[config.mk]
export PLATFORM = sky130hd
export DESIGN_NAME = gray_byte_packer
export DESIGN_NICKNAME = d
export VERILOG_FILES = /design/src/rtl/gray_byte_packer_pkg.sv /design/src/rtl/gray_byte_packer_float_to_u8.sv /design/src/rtl/gray_byte_packer.sv
export SDC_FILE = /design/constraint.sdc
export NUM_CORES = 1
export LEC_CHECK = 0
export CORE_MARGIN = 1.5
export CORE_UTILIZATION = 25
export DETAILED_ROUTE_END_ITERATION = 8
export SLEW_MARGIN = 10
export SYNTH_ARGS = -nofsm -noshare
export SYNTH_HDL_FRONTEND = slang
export SYNTH_SLANG_ARGS = --single-unit
export TNS_END_PERCENT = 30
[constraint.sdc]
create_clock -name clk -period 11.39 [get_ports clk]
set_input_delay 2.8475 -clock clk [delete_from_list [all_inputs] [get_ports clk]]
set_output_delay 2.8475 -clock clk [all_outputs]
set_load 0.005 [all_outputs]
[src/rtl/gray_byte_packer_pkg.sv]
// gray_byte_packer_pkg
// Purpose: shared IEEE-754 single-precision field widths and constants for the
//          gray-to-byte packer, plus the last-word byte-keep helper.
// Contents: FLT_* field widths and constants, U8_SCALE, keep_mask().
package gray_byte_packer_pkg;

   localparam int          FLT_EXP_W = 8;
   localparam int          FLT_MAN_W = 23;
   localparam int          FLT_BIAS  = 127;
   localparam logic [31:0] FLT_ONE   = 32'h3F80_0000;
   localparam int          U8_SCALE  = 255;

   // Keep mask for a word whose final byte sits at index k: bits [k:0] set.
   function automatic logic [3:0] keep_mask(input logic [1:0] k);
      case (k)
         2'd0:    keep_mask = 4'b0001;
         2'd1:    keep_mask = 4'b0011;
         2'd2:    keep_mask = 4'b0111;
         default: keep_mask = 4'b1111;
      endcase
   endfunction

endpackage

[src/rtl/gray_byte_packer_float_to_u8.sv]
// float_to_u8
// Purpose: purely combinational IEEE-754 single -> 8-bit gray conversion.
//          Negative, zero, denormal and NaN give 0; values >= 1.0 and +Inf
//          give 255; otherwise floor(x*255 + 0.5), computed exactly.
// Ports:   gray_i [31:0]  float input
//          byte_o [7:0]   converted pixel
module float_to_u8
   import gray_byte_packer_pkg::*;
(
   input  logic [31:0] gray_i,
   output logic [7:0]  byte_o
);

   logic                 sign;
   logic [FLT_EXP_W-1:0] expo;
   logic [FLT_MAN_W-1:0] man;
   logic [FLT_MAN_W:0]   sig;
   logic [31:0]          prod;
   logic [7:0]           shift;

   assign sign  = gray_i[31];
   assign expo  = gray_i[30:23];
   assign man   = gray_i[22:0];
   assign sig   = {1'b1, man};
   // sig*255 fits in 32 bits; the value is prod * 2^-shift with
   // shift = bias + mantissa width - exponent (24..149 for 0 < x < 1).
   assign prod  = 32'(sig) * 32'(U8_SCALE);
   assign shift = 8'(FLT_BIAS + FLT_MAN_W) - expo;

   always_comb begin
      byte_o = 8'd0;
      if (sign || (expo == '0)) begin
         byte_o = 8'd0;
      end else if ((&expo) && (man != '0)) begin
         byte_o = 8'd0;
      end else if (gray_i[30:0] >= FLT_ONE[30:0]) begin
         byte_o = 8'hFF;
      end else if (shift > 8'd33) begin
         // prod < 2^32 <= half-LSB, so the rounded result is 0.
         byte_o = 8'd0;
      end else begin
         // Add one half-LSB then truncate: round-half-up of prod / 2^shift.
         byte_o = 8'(({2'b00, prod} + (34'd1 << (shift - 8'd1))) >> shift);
      end
   end

endmodule

[src/rtl/gray_byte_packer.sv]
// gray_byte_packer
// Purpose: converts a stream of float gray pixels to bytes and packs four per
//          32-bit word (first pixel in [7:0]); a frame's last pixel flushes a
//          partial word with a matching keep mask. One-deep output register.
// Ports:   clk, rst (sync, active high)
//          gray_in[31:0], in_valid, in_last, in_ready    input stream
//          out_data[31:0], out_keep[3:0], out_last,
//          out_valid, out_ready                          output stream
//          frame_pixels[15:0]  pixels accepted in current frame (saturating)
module gray_byte_packer
   import gray_byte_packer_pkg::*;
(
   input  logic        clk,
   input  logic        rst,
   input  logic [31:0] gray_in,
   input  logic        in_valid,
   input  logic        in_last,
   output logic        in_ready,
   output logic [31:0] out_data,
   output logic [3:0]  out_keep,
   output logic        out_last,
   output logic        out_valid,
   input  logic        out_ready,
   output logic [15:0] frame_pixels
);

   logic [7:0]  px_byte;
   logic [1:0]  idx_q, idx_d;
   logic [31:0] acc_q, acc_d, data_q, data_d, word_now;
   logic [3:0]  keep_q, keep_d;
   logic        vld_q, vld_d, last_q, last_d, clr_q, clr_d;
   logic [15:0] frame_q, frame_d, frame_base;
   logic        in_fire, out_fire;

   float_to_u8 u_cvt (
      .gray_i (gray_in),
      .byte_o (px_byte)
   );

   assign in_ready = ~(vld_q & ~out_ready);
   assign in_fire  = in_valid & in_ready;
   assign out_fire = vld_q & out_ready;
   // Bytes above idx are always zero in acc_q, so OR-ing places the new byte.
   assign word_now = acc_q | ({24'd0, px_byte} << {idx_q, 3'b000});
   // The count clears the cycle after an in_last transfer, so a pixel accepted
   // on that cycle starts the new frame at 1.
   assign frame_base = clr_q ? 16'd0 : frame_q;

   always_comb begin
      idx_d   = idx_q;
      acc_d   = acc_q;
      data_d  = data_q;
      keep_d  = keep_q;
      last_d  = last_q;
      vld_d   = vld_q;
      frame_d = frame_base;
      clr_d   = in_fire & in_last;
      if (out_fire) vld_d = 1'b0;
      if (in_fire) begin
         if (frame_base != 16'hFFFF) frame_d = frame_base + 16'd1;
         if ((idx_q == 2'd3) || in_last) begin
            // in_ready guarantees the output slot is free or draining now.
            data_d = word_now;
            keep_d = keep_mask(idx_q);
            last_d = in_last;
            vld_d  = 1'b1;
            acc_d  = 32'd0;
            idx_d  = 2'd0;
         end else begin
            acc_d = word_now;
            idx_d = idx_q + 2'd1;
         end
      end
   end

   always_ff @(posedge clk) begin
      if (rst) begin
         idx_q   <= 2'd0;
         acc_q   <= 32'd0;
         data_q  <= 32'd0;
         keep_q  <= 4'd0;
         last_q  <= 1'b0;
         vld_q   <= 1'b0;
         frame_q <= 16'd0;
         clr_q   <= 1'b0;
      end else begin
         idx_q   <= idx_d;
         acc_q   <= acc_d;
         data_q  <= data_d;
         keep_q  <= keep_d;
         last_q  <= last_d;
         vld_q   <= vld_d;
         frame_q <= frame_d;
         clr_q   <= clr_d;
      end
   end

   assign out_data     = data_q;
   assign out_keep     = keep_q;
   assign out_last     = last_q;
   assign out_valid    = vld_q;
   assign frame_pixels = frame_q;

endmodule

* Word level (Yosys, flattened, before mapping)
Cells that the tools add are included.
Cells by class: $add $sub $neg 5, multiply operators 1, magnitude comparators 2, eq/ne operators 4, shift-type cells 3, multiplexer cells 13, bitwise logic cells 7, reductions and logical operators 8
Operators with widths (count):
- 2-to-1 mux 16 bit | 3
- adder 32 x 34 -> 34 bit | 1
- left shift 1 x 8 -> 34 bit (first input constant) | 1
- right shift 34 x 8 -> 8 bit | 1
- multiplier 24 x 8 -> 32 bit (second input constant) | 1
- 2-to-1 mux 32 bit | 1
- 2-to-1 mux 8 bit | 4
- bitwise OR 32 bit | 1
- left shift 8 x 5 -> 32 bit | 1
- >= comparator 31 x 30 -> 1 bit (second input constant) | 1
- nonzero test 23 bit | 1
- adder 16 x 1 -> 16 bit (second input constant) | 1
- inequality test 16 bit (second input constant) | 1
- one-hot mux 4 bit (3 select lines) | 1
- > comparator 8 x 6 -> 1 bit (second input constant) | 1
- logical NOT 8 bit | 1
- AND reduction 8 bit | 1
- subtractor 8 x 1 -> 8 bit (second input constant) | 1
- subtractor 8 bit (first input constant) | 1
- bitwise AND 1 bit | 4
- == test 2 bit (second input constant) | 2
- 2-to-1 mux 1 bit | 3
- adder 2 x 1 -> 2 bit (second input constant) | 1
- == test 2 x 1 -> 1 bit (second input constant) | 1
- other kinds (6) | 8
Word-level totals: flip-flop bits (word level) 89, bits of input ports 37, output and inout port bits 55, word-level logic and storage cells 51

* Logic depth before layout (Yosys ltp)
Gate-level depths: netlist of the first run.
word-level depth 12, gate-level depth with buffers 33, mapped depth without buffers 30

* Hierarchy
Synthesis of the first run repeated with hierarchy kept, for this count alone.
Second synthesis, totals: cells, all modules 1376, area total of the unflattened synthesis 11616.1 sq um
Modules (own cells, without submodules):
- float_to_u8 | times used 1, cells each 972, area an instance 8065.2 sq um, seq. area each 0.0 sq um
- gray_byte_packer | times used 1, cells each 404, area an instance 3550.9 sq um, seq. area each 1781.7 sq um

* Worst setup path before layout of the first run
Ideal clock, no wire load.
path type input-to-reg, from input port gray_in[23], to register data_q[24] (netlist: out_data[24]), setup time 0.133 ns, arrival 10.481 ns, required time 11.257 ns, path slack 0.776 ns, cell stages on the path 30, path buffers 4, cell sequence buf_2 inv_1 clkbuf_1 clkbuf_1 ha_1 nand2b_1 o21ai_1 o21ai_0 xnor2_1 or3_1 nor4_1 nand2_1 fa_1 fa_1 fa_1 fa_1 inv_1 ha_1 buf_4 a21oi_4 o21ai_2 or3_4 o21a_2 o2111ai_1 a2111oi_0 o311a_1 or3_1 a32o_2 a31oi_1 a21oi_1
Between the ends: cells in the longest elaborated chain, start to end 11, elaborated cells between the ends (all ways) 17, those cells by class add/sub: 3; order compare: 2; shift: 3; mux: 4; bitwise: 1; reduce/logical: 4
RTL lines:
- start, declared | line gray_byte_packer.sv:15 | input logic [31:0] gray_in,
- subtractor 8 bit | line gray_byte_packer_float_to_u8.sv:28 | assign shift = 8'(FLT_BIAS + FLT_MAN_W) - expo;
- subtractor 8 x 1 -> 8 bit | line gray_byte_packer_float_to_u8.sv:43 | byte_o = 8'(({2'b00, prod} + (34'd1 << (shift - 8'd1))) >> shift);
- left shift 1 x 8 -> 34 bit | line gray_byte_packer_float_to_u8.sv:43
- adder 32 x 34 -> 34 bit | line gray_byte_packer_float_to_u8.sv:43
- right shift 34 x 8 -> 8 bit | line gray_byte_packer_float_to_u8.sv:43
- 2-to-1 mux 8 bit | line gray_byte_packer_float_to_u8.sv:38 | end else if (shift > 8'd33) begin
- 2-to-1 mux 8 bit | line gray_byte_packer_float_to_u8.sv:36 | end else if (gray_i[30:0] >= FLT_ONE[30:0]) begin
- 2-to-1 mux 8 bit | line gray_byte_packer_float_to_u8.sv:34 | end else if ((&expo) && (man != '0)) begin
- 2-to-1 mux 8 bit (*) | line gray_byte_packer_float_to_u8.sv:32 | if (sign || (expo == '0)) begin
- left shift 8 x 5 -> 32 bit (*) | line gray_byte_packer.sv:44 | assign word_now = acc_q | ({24'd0, px_byte} << {idx_q, 3'b000});
- bitwise OR 32 bit (*) | line gray_byte_packer.sv:44
- end signal, assigned | line gray_byte_packer.sv:89 | data_q <= data_d;
- end, declared | line gray_byte_packer.sv:29 | logic [31:0] acc_q, acc_d, data_q, data_d, word_now;
Mark *: on every way between the ends. The rest lies on a longest branch, timed or not. A chain may end at the register's enable or synchronous reset.

* Worst setup path after layout of the first run
from input port gray_in[24], to register data_q[24] (netlist: out_data[24])
Same word-level chain as after synthesis.

==> results.md, run 1 <==
* Status: completed
* # IOs at 92
* Final period util at a little over nine tenths
* Final Hold Vio Count at 0
* CP max FO at 9
* Clock Power Share at ~6.1%
* YS warnings at 0
* Slew Limit Fails at 0
* Clock sink total at 89
* Die X at ~220 microns
* Cells after Synth at 1,446
* Fill cells at 5,088
* Sw Pwr at roughly 2.8 mW
* Mapped cell area at about 0.012 sq mm
* CP startpoint kind: input pin
* Number of enable flip-flop cells after synthesis at 0
* Async SR Flop Fraction at 0%
* GRT overflow at 0
* Routed WL at 39.5 mm
* Core region area at approximately 0.048 sq mm
* Vias at 11,100
* DR vias/cell at 5.17
* Final nets at roughly 1,800
* Setup Skew at between 0.009 and 0.01 ns
* Reg area at roughly 0.0018 sq mm
* RSZ-0062 raised after global routing: false
* Ys flop type: dfxtp_1
* Pwr dens at 335 mW/mm^2
* CTS tree: built
* Wirelength per Cell at between 15 and 20 microns
* Hold Path Class: reg -> reg
* Comb pwr share at between 80% and 90%
* Vias in the first global route at between 10,000 and 15,000
* Avg Synthesized Cell Area at roughly 8.5 sq um
* Hpwl dp at between 30 and 40 mm
* Cell with the most instances after synthesis: inv_1
* Cell variety after synth at 109
* H-tree levels at 3
* Flop pwr share at 6.9%
* Largest net degree at the start of global routing at between 50 and 60
* Crit path time final at ~11 ns
* Height of the die at between 200 and 250 microns
* Final setup vio count at 0
* Overall Global Routing Usage at 15.7%
* CP arrival at between 10 and 15 ns
* Layout cell share with drive strength beyond 1 at 8.82%
* Peak supply drop at roughly 0.23 mV
* Maximum buffer depth of the clock tree at 2
* TritonCTS Buffers at 9
* Worst-Skew Late Latency at roughly 0.34 ns
* 1st-iter DRT viols at 766
* Sw frac at between 50 and 60%
* Clock transition at the registers of the reported paths at around 0.06 ns
* Clk Tree Root Cell: clkbuf_16
* GPL Wtd Cong at between 0.9 and 1
* Core Util, Final at between 20% and 30%
* Area Growth Syn to Fin at 16.3%
* Hold WS at ~0.44 ns
* Max Cap Viol at 0
* LEAKAGE at ~5.7 nW
* IO buf count at 91
* Row count at 80
* DRT Pass-1 Iters at 6
* Top cells by area, synth: fa_1 (22%), dfxtp_1 (15%), ha_1 (7.8%), inv_1 (5.3%), nand2_1 (4.3%)
* Syn Nets at roughly 1,700
* Global-route wire length before repair at between 60 and 70 mm
* CP Class: in -> reg
* Postcts setup bufs at 0
* Sum Neg Setup Slack at 0 ns
* Final Total Pwr at about 4.8 mW
* Worst Tran Pin Value at 1.16 ns
* Internal power at approximately 2.0 mW
* Seq cells post-synth at 89
* Top cells by count, synth: inv_1 (174), nand2_1 (139), fa_1 (136)
* Post-route ant nets at 0
* Top cell type by total area after synthesis: fa_1
* Max Clk Rate at between 90 and 100 MHz
* Initial antenna violation count at 3
* Rel. slew slack at between 20% and 30%
* Share of the synthesized area in the top cell type at between 20 and 25%
* Multi-input gate area at 0.00954 sq mm
* DRC viols at 0
* Starting Density at between 20 and 30%
* Sequential cell area fraction in the yosys report at between 10% and 20%
* Worst Path Required at around 12 ns
* Die area at between 0.05 and 0.06 sq mm
* Crit. End Element: flip-flop
[placed cells by master (no fill, tap or decap), types with 9 or more instances in the layout]
master	Yosys	layout
inv_1	174	174
nand2_1	139	139
fa_1	136	136
nor2_1	122	120
clkdlybuf4s50_1	0	90
dfxtp_1	89	89
ha_1	76	76
a21oi_1	62	62
o21ai_0	50	50
buf_4	5	44
nand3_1	35	35
nor3_1	35	35
mux2i_1	29	29
xnor2_1	27	26
a31oi_1	21	21
a211oi_1	19	19
nand4_1	19	19
and3_1	18	18
xor2_1	17	17
o21ai_1	16	16
o22ai_1	15	15
o211ai_1	13	13
a21o_1	12	12
o21a_1	12	12
a22o_1	12	12
and2_1	10	10
o2111ai_1	10	10
nand2b_1	9	9
nor2b_1	9	9
clkbuf_16	0	9
[kinds of logic (layout without fill, tap and decap cells)]
| group | Yosys count | count (layout) | share of synthesized area, % |
|---|---|---|---|
| xor gates and xnor gates | 50 | 50 | 4.03 |
| AOI/OAI and AO/OA | 359 | 359 | 22.1 |
| other | 0 | 1 | 0 |
| adders and majority gates | 212 | 212 | 29.9 |
| buffers and inverters | 240 | 324 | 7.85 |
| DFF | 89 | 89 | 14.5 |
| and+or+nand+nor | 462 | 462 | 18.4 |
| muxes | 34 | 34 | 3.10 |
[worst max-delay path, cell delays in order]
cell	delay, ns
clkdlybuf4s50_1	0.63
ha_1	0.39
a21o_1	0.23
a21oi_1	0.12
xnor2_2	0.36
nand2_1	0.11
o32a_1	0.33
nor2_1	0.35
and2_1	0.31
nand2_1	0.10
fa_1	0.49
fa_1	0.53
fa_1	0.44
fa_1	0.54
inv_1	0.04
ha_1	0.42
o21ai_0	0.22
o21bai_1	0.10
or3_4	0.38
o21a_2	0.27
o2111ai_1	0.30
a2111oi_0	0.21
o311a_1	0.42
or3_1	0.32
a32o_2	0.36
a31oi_1	0.21
a21oi_1	0.09
[routing by layer]
layer	track usage [%]	vias up	part of all wire, %
met5	0	-	0.058
met4	2.97	4	1.7
met3	2.17	59	5.5
met2	26.2	334	48
met1	21.7	5458	45
li1	-	5241	-
[flip-flops by register name, summed over array words and instances, names as in the netlist]
name	count
acc_q	32
out_data	32
frame_pixels	16
out_keep	4
idx_q	2
clr_q	1
out_last	1
out_valid	1
[cell type report]
type	instances	area share [%]
clock buffers	11	1.70
flip-flops and latches	89	12.5
repair buffers	135	8.66
multi-input cells	1117	66.8
well taps	615	5.39
inverters	175	4.60
clock inverters	3	0.298
diodes	1	0.0175
[power groups by stage]
stage	registers (mW)	logic, mW	clock network [mW]
after global routing	0.330	4.55	0.308
after CTS	0.329	4.09	0.293
after floorplan	0.333	3.05	0
after detailed placement	0.336	4.08	0
final	0.329	4.16	0.289
after global placement	0.336	4.05	0
[worst paths after layout]
path | slack [ns] | start | cells past startpoint | to
worst max register to register | 8.33 | clr_q | 11 | frame_pixels[15]
worst max-delay path | 0.48 | gray_in[24] | 27 | out_data[24]
worst min register to register | 0.44 | acc_q[5] | 2 | acc_q[5]
worst min-delay path | 0.44 | acc_q[5] | 2 | acc_q[5]
[timing repair]
action | 4_1_cts | 5_1_grt
hold buffers | 0 | 0
gates resized for setup | 0 | 1
endpoints found under the setup margin | 0 | 28
[per-stage QoR]
step,cell area [sq um],std cells,worst slack [ns]
after floorplan,12300,1446,0.776
after global placement,14000,2131,0.256
after detailed placement,14000,2131,0.0377
after CTS,14300,2145,0.374
after global routing,14300,2145,0.0554
final,14300,2146,0.479
(Power assumes the default switching activity.)
==> run 2, diff against run 1 <==
CORE_MARGIN = 5   (was 1.5)
SYNTH_HIERARCHICAL = 1   (was unset)
==> run 2 against run 1 <==
  * Wire length decreased by 12%
  * Global-route usage decreased by 2.2 points
  * Highest routed layer is now met4
  * Sequential cell count did not move
  * Die area rose by 0.92%
  * Power fell by 17%
  * Largest cell class unchanged
  * First-iteration DRC count up 4.2%
  * Clock power grew 12%
  * Critical path type unchanged
  * Clock skew up 0.0024 ns
  * Register-to-register slack gained 0.56 ns
  * Via count decreased by 7.7%
==> results.md, run 2 <==
* IO buf count at 91 (unchanged)
* Height of the die at 226 microns (was 225 microns)
* Worst Tran Pin Value at 1.05 ns (was 1.16 ns)
* CTS tree: built (unchanged)
* Maximum buffer depth of the clock tree at 2 (unchanged)
* R2R Setup Slk at 8.89 ns (was 8.33 ns)
* Sum Neg Setup Slack at 0 ns (unchanged)
* Die X at 226 microns (was 225 microns)
* CP max FO at 10 (was 9)
* Sequential cell area fraction in the yosys report at 15.3% (was 14.5%)
* Internal power at 1.76 mW (was 2.01 mW)
* Core Util, Final at 29.5% (was 29.7%)
* Crit path time final at 10.93 ns (was 10.91 ns)
* Setup Skew at 0.0120 ns (was 0.00956 ns)
* Final Hold Vio Count at 0 (unchanged)
* H-tree levels at 3 (unchanged)
* CTS Hold Bufs at 0 (unchanged)
* ANT cells at 0 (was 1)
* RSZ-0062 raised after global routing: true (was false)
* Post-route ant nets at 0 (unchanged)
* Cells after Synth at 1,376 (was 1,446)
* Core region area at 0.0463 sq mm (was 0.0480 sq mm)
* Hpwl dp at 28.6 mm (was 32.1 mm)
* GPL Wtd Cong at 0.922 (was 0.940)
* Vias in the first global route at 10,400 (was 11,100)
* Worst-Skew Late Latency at 0.34 ns (about the same)
* Routed WL at 34.9 mm (was 39.5 mm)
* Starting Density at 25.1% (was 25.5%)
* CP Class: in -> reg (unchanged)
* Number of enable flip-flop cells after synthesis at 0 (unchanged)
* Commonest non-fill, non-tap cell in the layout: inv_1 (unchanged)
* DRT Pass-1 Iters at 5 (was 6)
* Final period util at 95.9% (was 95.8%)
* Clock transition at the registers of the reported paths at 0.07 ns (was 0.06 ns)
* Post-route cell area at 0.0136 sq mm (was 0.0143 sq mm)
* Final Total Pwr at 3.96 mW (was 4.77 mW)
* Cell variety after synth at 106 (was 109)
* Worst Path Required at 11.59 ns (about the same)
* Share of the synthesized area in the top cell type at 23.4% (was 22.2%)
* Clock sink total at 89 (unchanged)
* YS warnings at 6 (was 0)
* Async SR Flop Fraction at 0% (unchanged)
* CP arrival at 11.13 ns (was 11.11 ns)
* Vias at 10,200 (was 11,100)
* Clock Power Share at 8.2% (was 6.1%)
* Clk Tree Root Cell: clkbuf_16 (unchanged)
* Peak supply drop at 0.181 mV (was 0.225 mV)
* Area Growth Syn to Fin at 17.4% (was 16.3%)
* Global-route wire length before repair at 56.1 mm (was 63.2 mm)
* Hold WS at 0.460 ns (was 0.439 ns)
* Slew Limit Fails at 0 (unchanged)
* Crit. End Element: flip-flop (unchanged)
* Fill cells at 4,935 (was 5,088)
* DRC viols at 0 (unchanged)
* Ys flop type: dfxtp_1 (unchanged)
* Sw Pwr at 2.20 mW (was 2.76 mW)
* Syn Nets at 1,627 (was 1,695)
* Initial antenna violation count at 0 (was 3)
* Slowest Stage Delay on Critical Path at 0.60 ns (was 0.63 ns)
* GRT overflow at 0 (unchanged)
* # IOs at 92 (unchanged)
* Final setup vio count at 0 (unchanged)
* Buf+Inv Stages, Crit Path at 4 (was 2)
* CP most frequent cell: fa_1 (unchanged)
* Comb pwr share at 83.4% (was 87.0%)
* Top cell type by total area after synthesis: fa_1 (unchanged)
* CP startpoint kind: input pin (unchanged)
* Cell with the most instances after synthesis: inv_1 (unchanged)
* Top Family by Delay on Critical Path: compound AO/OA/AOI/OAI gates (unchanged)
* Most frequent cells in the layout: inv_1 (162), nor2_1 (154), fa_1 (136) (was inv_1 (174), nand2_1 (139), fa_1 (136))
* Mapped cell area at 0.0116 sq mm (was 0.0123 sq mm)
* Die area at 0.0509 sq mm (was 0.0504 sq mm)
* Seq cells post-synth at 89 (unchanged)
* Layout cell share with drive strength beyond 1 at 8.53% (was 8.82%)
* Flop pwr share at 8.4% (was 6.9%)
* Max Clk Rate at 91.5 MHz (was 91.6 MHz)
* Wirelength per Cell at 16.9 microns (was 18.4 microns)
* TritonCTS Buffers at 9 (unchanged)
* Avg Synthesized Cell Area at 8.44 sq um (was 8.48 sq um)
* Status: completed (unchanged)
* Largest net degree at the start of global routing at 62 (was 54)
* LEAKAGE at 5.56 nW (was 5.70 nW)
* Final nets at 1,699 (was 1,776)
* Top cells by count, synth: inv_1 (162), nor2_1 (155), fa_1 (136) (was inv_1 (174), nand2_1 (139), fa_1 (136))
* 1st-iter DRT viols at 798 (was 766)
* Pwr dens at 290 mW/mm^2 (was 335 mW/mm^2)
* CP max-delay cell: clkdlybuf4s50_1 (unchanged)
* Row count at 79 (was 80)
* DR vias/cell at 4.97 (was 5.17)
* Top cells by area, synth: fa_1 (23%), dfxtp_1 (15%), ha_1 (8.4%), inv_1 (5.2%), nor2_1 (5.0%) (was fa_1 (22%), dfxtp_1 (15%), ha_1 (7.8%), inv_1 (5.3%), nand2_1 (4.3%))
* Sw frac at 55.7% (was 57.9%)
* Max Cap Viol at 0 (unchanged)
* Rel. slew slack at 29.7% (was 21.5%)
* Area after DPL at 0.0133 sq mm (was 0.0140 sq mm)
* Hold Path Class: reg -> reg (unchanged)
* Overall Global Routing Usage at 13.5% (was 15.7%)
run 2: path summary, 6_finish.rpt:
check | cells past startpoint | endpoint | from
hold reg to reg | 2 | out_last | out_last
hold / removal | 2 | out_last | out_last
setup / recovery | 31 | out_data[13] | gray_in[23]
setup reg to reg | 7 | frame_pixels[2] | clr_q
run 2: power by group through the flow:
stage / clock, mW / combinational (mW) / sequential [mW]
4_1_cts: 0.331 / 3.25 / 0.333
3_5_place_dp: 0 / 3.23 / 0.340
6_report: 0.324 / 3.30 / 0.332
2_1_floorplan: 0 / 2.47 / 0.338
3_3_place_gp: 0 / 3.22 / 0.339
5_1_grt: 0.345 / 3.64 / 0.334
run 2: area by class of cell:
class / count / area (sq um) / share of cell area, %
multi-input combinational: 1054 / 8940 / 65.6
sequential: 89 / 1780 / 13.1
timing repair buffer: 132 / 1210 / 8.90
tap: 607 / 759 / 5.57
inverter: 162 / 608 / 4.46
clock buffer: 10 / 229 / 1.68
clock inverter: 6 / 97.6 / 0.716
run 2: cells by family after synthesis:
| kind of cell | Yosys count | synth area share [%] |
|---|---|---|
| buf+inv | 233 | 8.11 |
| fa+ha+maj | 214 | 31.8 |
| mux | 17 | 1.66 |
| flops | 89 | 15.3 |
| compound gates | 326 | 20.2 |
| simple gates | 453 | 19.2 |
| xor+xnor | 44 | 3.65 |
run 2: worst reg2reg max path: stages, from the launching register on:
cell and delay, ns:
dfxtp_1 0.51, nor2b_1 0.29, ha_1 0.27, nand3_1 0.16
nor4_4 0.53, a21oi_4 0.15, a2111oi_2 0.38, a31o_1 0.14
run 2: repair_timing:
item,in CTS,in global routing
gates resized for setup,0,5
setup buffers,0,0
setup endpoints to repair,0,20
run 2: layer usage:
| layer | vias to the layer above | GRT usage, % | share of wire, % |
|---|---|---|---|
| li1 | 4905 | - | - |
| met1 | 5003 | 19.0 | 47 |
| met2 | 295 | 22.1 | 46 |
| met3 | 44 | 2.33 | 5.7 |
| met4 | 0 | 2.34 | 1.6 |
| met5 | - | 0 | 0 |
run 2: stage by stage:
stage          setup slack (ns)  std cells
3_5_place_dp            -0.0734       2044
2_1_floorplan              1.23       1376
5_1_grt                 -0.0286       2060
4_1_cts                   0.211       2060
3_3_place_gp             0.0389       2044
6_report                  0.462       2060
==> run 3, diff against run 2 <==
CTS_BUF_LIST = sky130_fd_sc_hd__clkbuf_2   (was unset)
DONT_BUFFER_PORTS = 1   (was unset)
==> run 3 against run 2 <==
  * Worst hold slack improved by 0.032 ns
  * Cell area down 9.2%
  * Sequential cell count is the same
  * Critical path type unchanged
  * Cell count decreased by 5.0%
  * Wire length is 0.72% lower
  * Sequential power rose by 2%
  * Count of clock-buffer cells in the layout down 1
  * Largest power group unchanged
  * Register-to-register slack lost 0.05 ns
==> results.md, run 3 (synthesis gave the netlist of run 2 again) <==
* Die area at 0.0509 sq mm (unchanged)
* Height of the die at 226 microns (unchanged)
* CP most frequent cell: fa_1 (unchanged)
* Clock sink total at 89 (unchanged)
* CTS Hold Bufs at 0 (unchanged)
* Crit path time final at 10.53 ns (was 10.93 ns)
* Wirelength per Cell at 17.7 microns (was 16.9 microns)
* Hpwl dp at 28.5 mm (was 28.6 mm)
* Comb pwr share at 86.6% (was 83.4%)
* Final setup vio count at 0 (unchanged)
* RSZ-0062 raised after global routing: false (was true)
* Top Family by Delay on Critical Path: compound AO/OA/AOI/OAI gates (unchanged)
* Flop pwr share at 9.1% (was 8.4%)
* Slew Limit Fails at 0 (unchanged)
* Hold Path Class: reg -> reg (unchanged)
* Clock Power Share at 4.3% (was 8.2%)
* CP max-delay cell: xor2_1 (was clkdlybuf4s50_1)
* Post-route ant nets at 0 (unchanged)
* CTS tree: built (unchanged)
* TritonCTS Buffers at 9 (unchanged)
* CP arrival at 11.00 ns (was 11.13 ns)
* 1st-iter DRT viols at 892 (was 798)
* DR vias/cell at 5.14 (was 4.97)
* CP Class: in -> reg (unchanged)
* Clock transition at the registers of the reported paths at 0.25 ns (was 0.07 ns)
* ANT cells at 0 (unchanged)
* Largest net degree at the start of global routing at 62 (unchanged)
* LEAKAGE at 5.07 nW (was 5.56 nW)
* Postcts setup bufs at 0 (unchanged)
* Crit. End Element: flip-flop (unchanged)
* # IOs at 92 (unchanged)
* Most frequent cells in the layout: inv_1 (162), nor2_1 (154), fa_1 (136) (unchanged)
* Starting Density at 25.1% (unchanged)
* Levels on crit path at 27 (was 31)
* Final nets at 1,596 (was 1,699)
* Layout cell share with drive strength beyond 1 at 8.00% (was 8.53%)
* Sw frac at 58.5% (was 55.7%)
* Fill cells at 5,002 (was 4,935)
* Pwr dens at 300 mW/mm^2 (was 290 mW/mm^2)
* Internal power at 1.54 mW (was 1.76 mW)
* Initial antenna violation count at 0 (unchanged)
* Max Cap Viol at 0 (unchanged)
* Reg2Reg Depth at 7 (unchanged)
* GPL Wtd Cong at 0.954 (was 0.922)
* Buf+Inv Stages, Crit Path at 2 (was 4)
* Peak supply drop at 0.190 mV (was 0.181 mV)
* Sum Neg Setup Slack at 0 ns (unchanged)
* Hold WS at 0.492 ns (was 0.460 ns)
* Setup Skew at 0.0367 ns (was 0.0120 ns)
* Area Growth Syn to Fin at 6.59% (was 17.4%)
* Clk Tree Root Cell: clkbuf_2 (was clkbuf_16)
* Worst Hold Depth at 2 (unchanged)
* Resize count post-CTS at 0 (unchanged)
* Worst setup margin at 0.857 ns (was 0.462 ns)
* Overall Global Routing Usage at 13.4% (was 13.5%)
* Row count at 79 (unchanged)
* Slowest Stage Delay on Critical Path at 0.56 ns (was 0.60 ns)
* GRT overflow at 0 (unchanged)
* DRC viols at 0 (unchanged)
* Global-route wire length before repair at 56.0 mm (was 56.1 mm)
* Worst Tran Pin Value at 1.12 ns (was 1.05 ns)
* Rel. slew slack at 25.0% (was 29.7%)
* Sw Pwr at 2.17 mW (was 2.20 mW)
* Vias in the first global route at 10,100 (was 10,400)
* CP startpoint kind: input pin (unchanged)
* Die X at 226 microns (unchanged)
* Core region area at 0.0463 sq mm (unchanged)
* IO buf count at 0 (was 91)
* Maximum buffer depth of the clock tree at 2 (unchanged)
* Worst Path Required at 11.86 ns (was 11.59 ns)
* Final period util at 92.5% (was 95.9%)
* Core Util, Final at 26.8% (was 29.5%)
* DRT Pass-1 Iters at 6 (was 5)
* Worst-Skew Late Latency at 0.58 ns (was 0.34 ns)
* Placement Setup Slack at 0.493 ns (was -0.0734 ns)
* CP max FO at 9 (was 10)
* Status: completed (unchanged)
* Vias at 10,100 (was 10,200)
* H-tree levels at 3 (unchanged)
* Commonest non-fill, non-tap cell in the layout: inv_1 (unchanged)
* Routed WL at 34.6 mm (was 34.9 mm)
* Final Hold Vio Count at 0 (unchanged)
* Max Clk Rate at 94.9 MHz (was 91.5 MHz)
==> run 3: through the flow <==
stage | instance area [sq um] | cells | power, mW
floorplan | 11600 | 1376 | 2.81
global placement | 12300 | 1941 | 3.47
detailed placement | 12300 | 1941 | 3.49
CTS | 12400 | 1957 | 3.67
global route | 12400 | 1957 | 4.09
finish | 12400 | 1957 | 3.71
==> run 3: final cells by class <==
type / instances / area (sq um) / share of cell area [%]
Multi-Input combinational cell: 1054 / 8900 / 71.9
Sequential cell: 89 / 1780 / 14.4
Tap cell: 607 / 759 / 6.13
Inverter: 162 / 608 / 4.91
Timing Repair Buffer: 29 / 218 / 1.76
Clock inverter: 7 / 67.6 / 0.546
Clock buffer: 9 / 45.0 / 0.364
==> run 3: path summary, 6_finish.rpt <==
kind | end | slack [ns] | start
setup / recovery | out_data[29] | 0.86 | gray_in[24]
hold / removal | out_last | 0.49 | out_last
setup reg to reg | frame_pixels[12] | 8.84 | clr_q
hold reg to reg | out_last | 0.49 | out_last
==> run 3: per-layer routing <==
metal	track usage [%]	routed length, microns
met3	2.97	2710
met5	0	0
met2	21.8	16000
met4	2.26	596
met1	18.6	15300
==> run 3: power by group through the flow <==
stage,clock network (mW),registers [mW],logic (mW)
3_3_place_gp,0,0.343,3.13
5_1_grt,0.177,0.339,3.57
3_5_place_dp,0,0.344,3.15
6_report,0.159,0.337,3.22
2_1_floorplan,0,0.338,2.47
4_1_cts,0.164,0.338,3.16
==> run 3: tightest hold or removal path, stage by stage, from the launching register on <==
cell and delay, ns:
dfxtp_1 0.38, nand2_1 0.06, a21oi_1 0.05
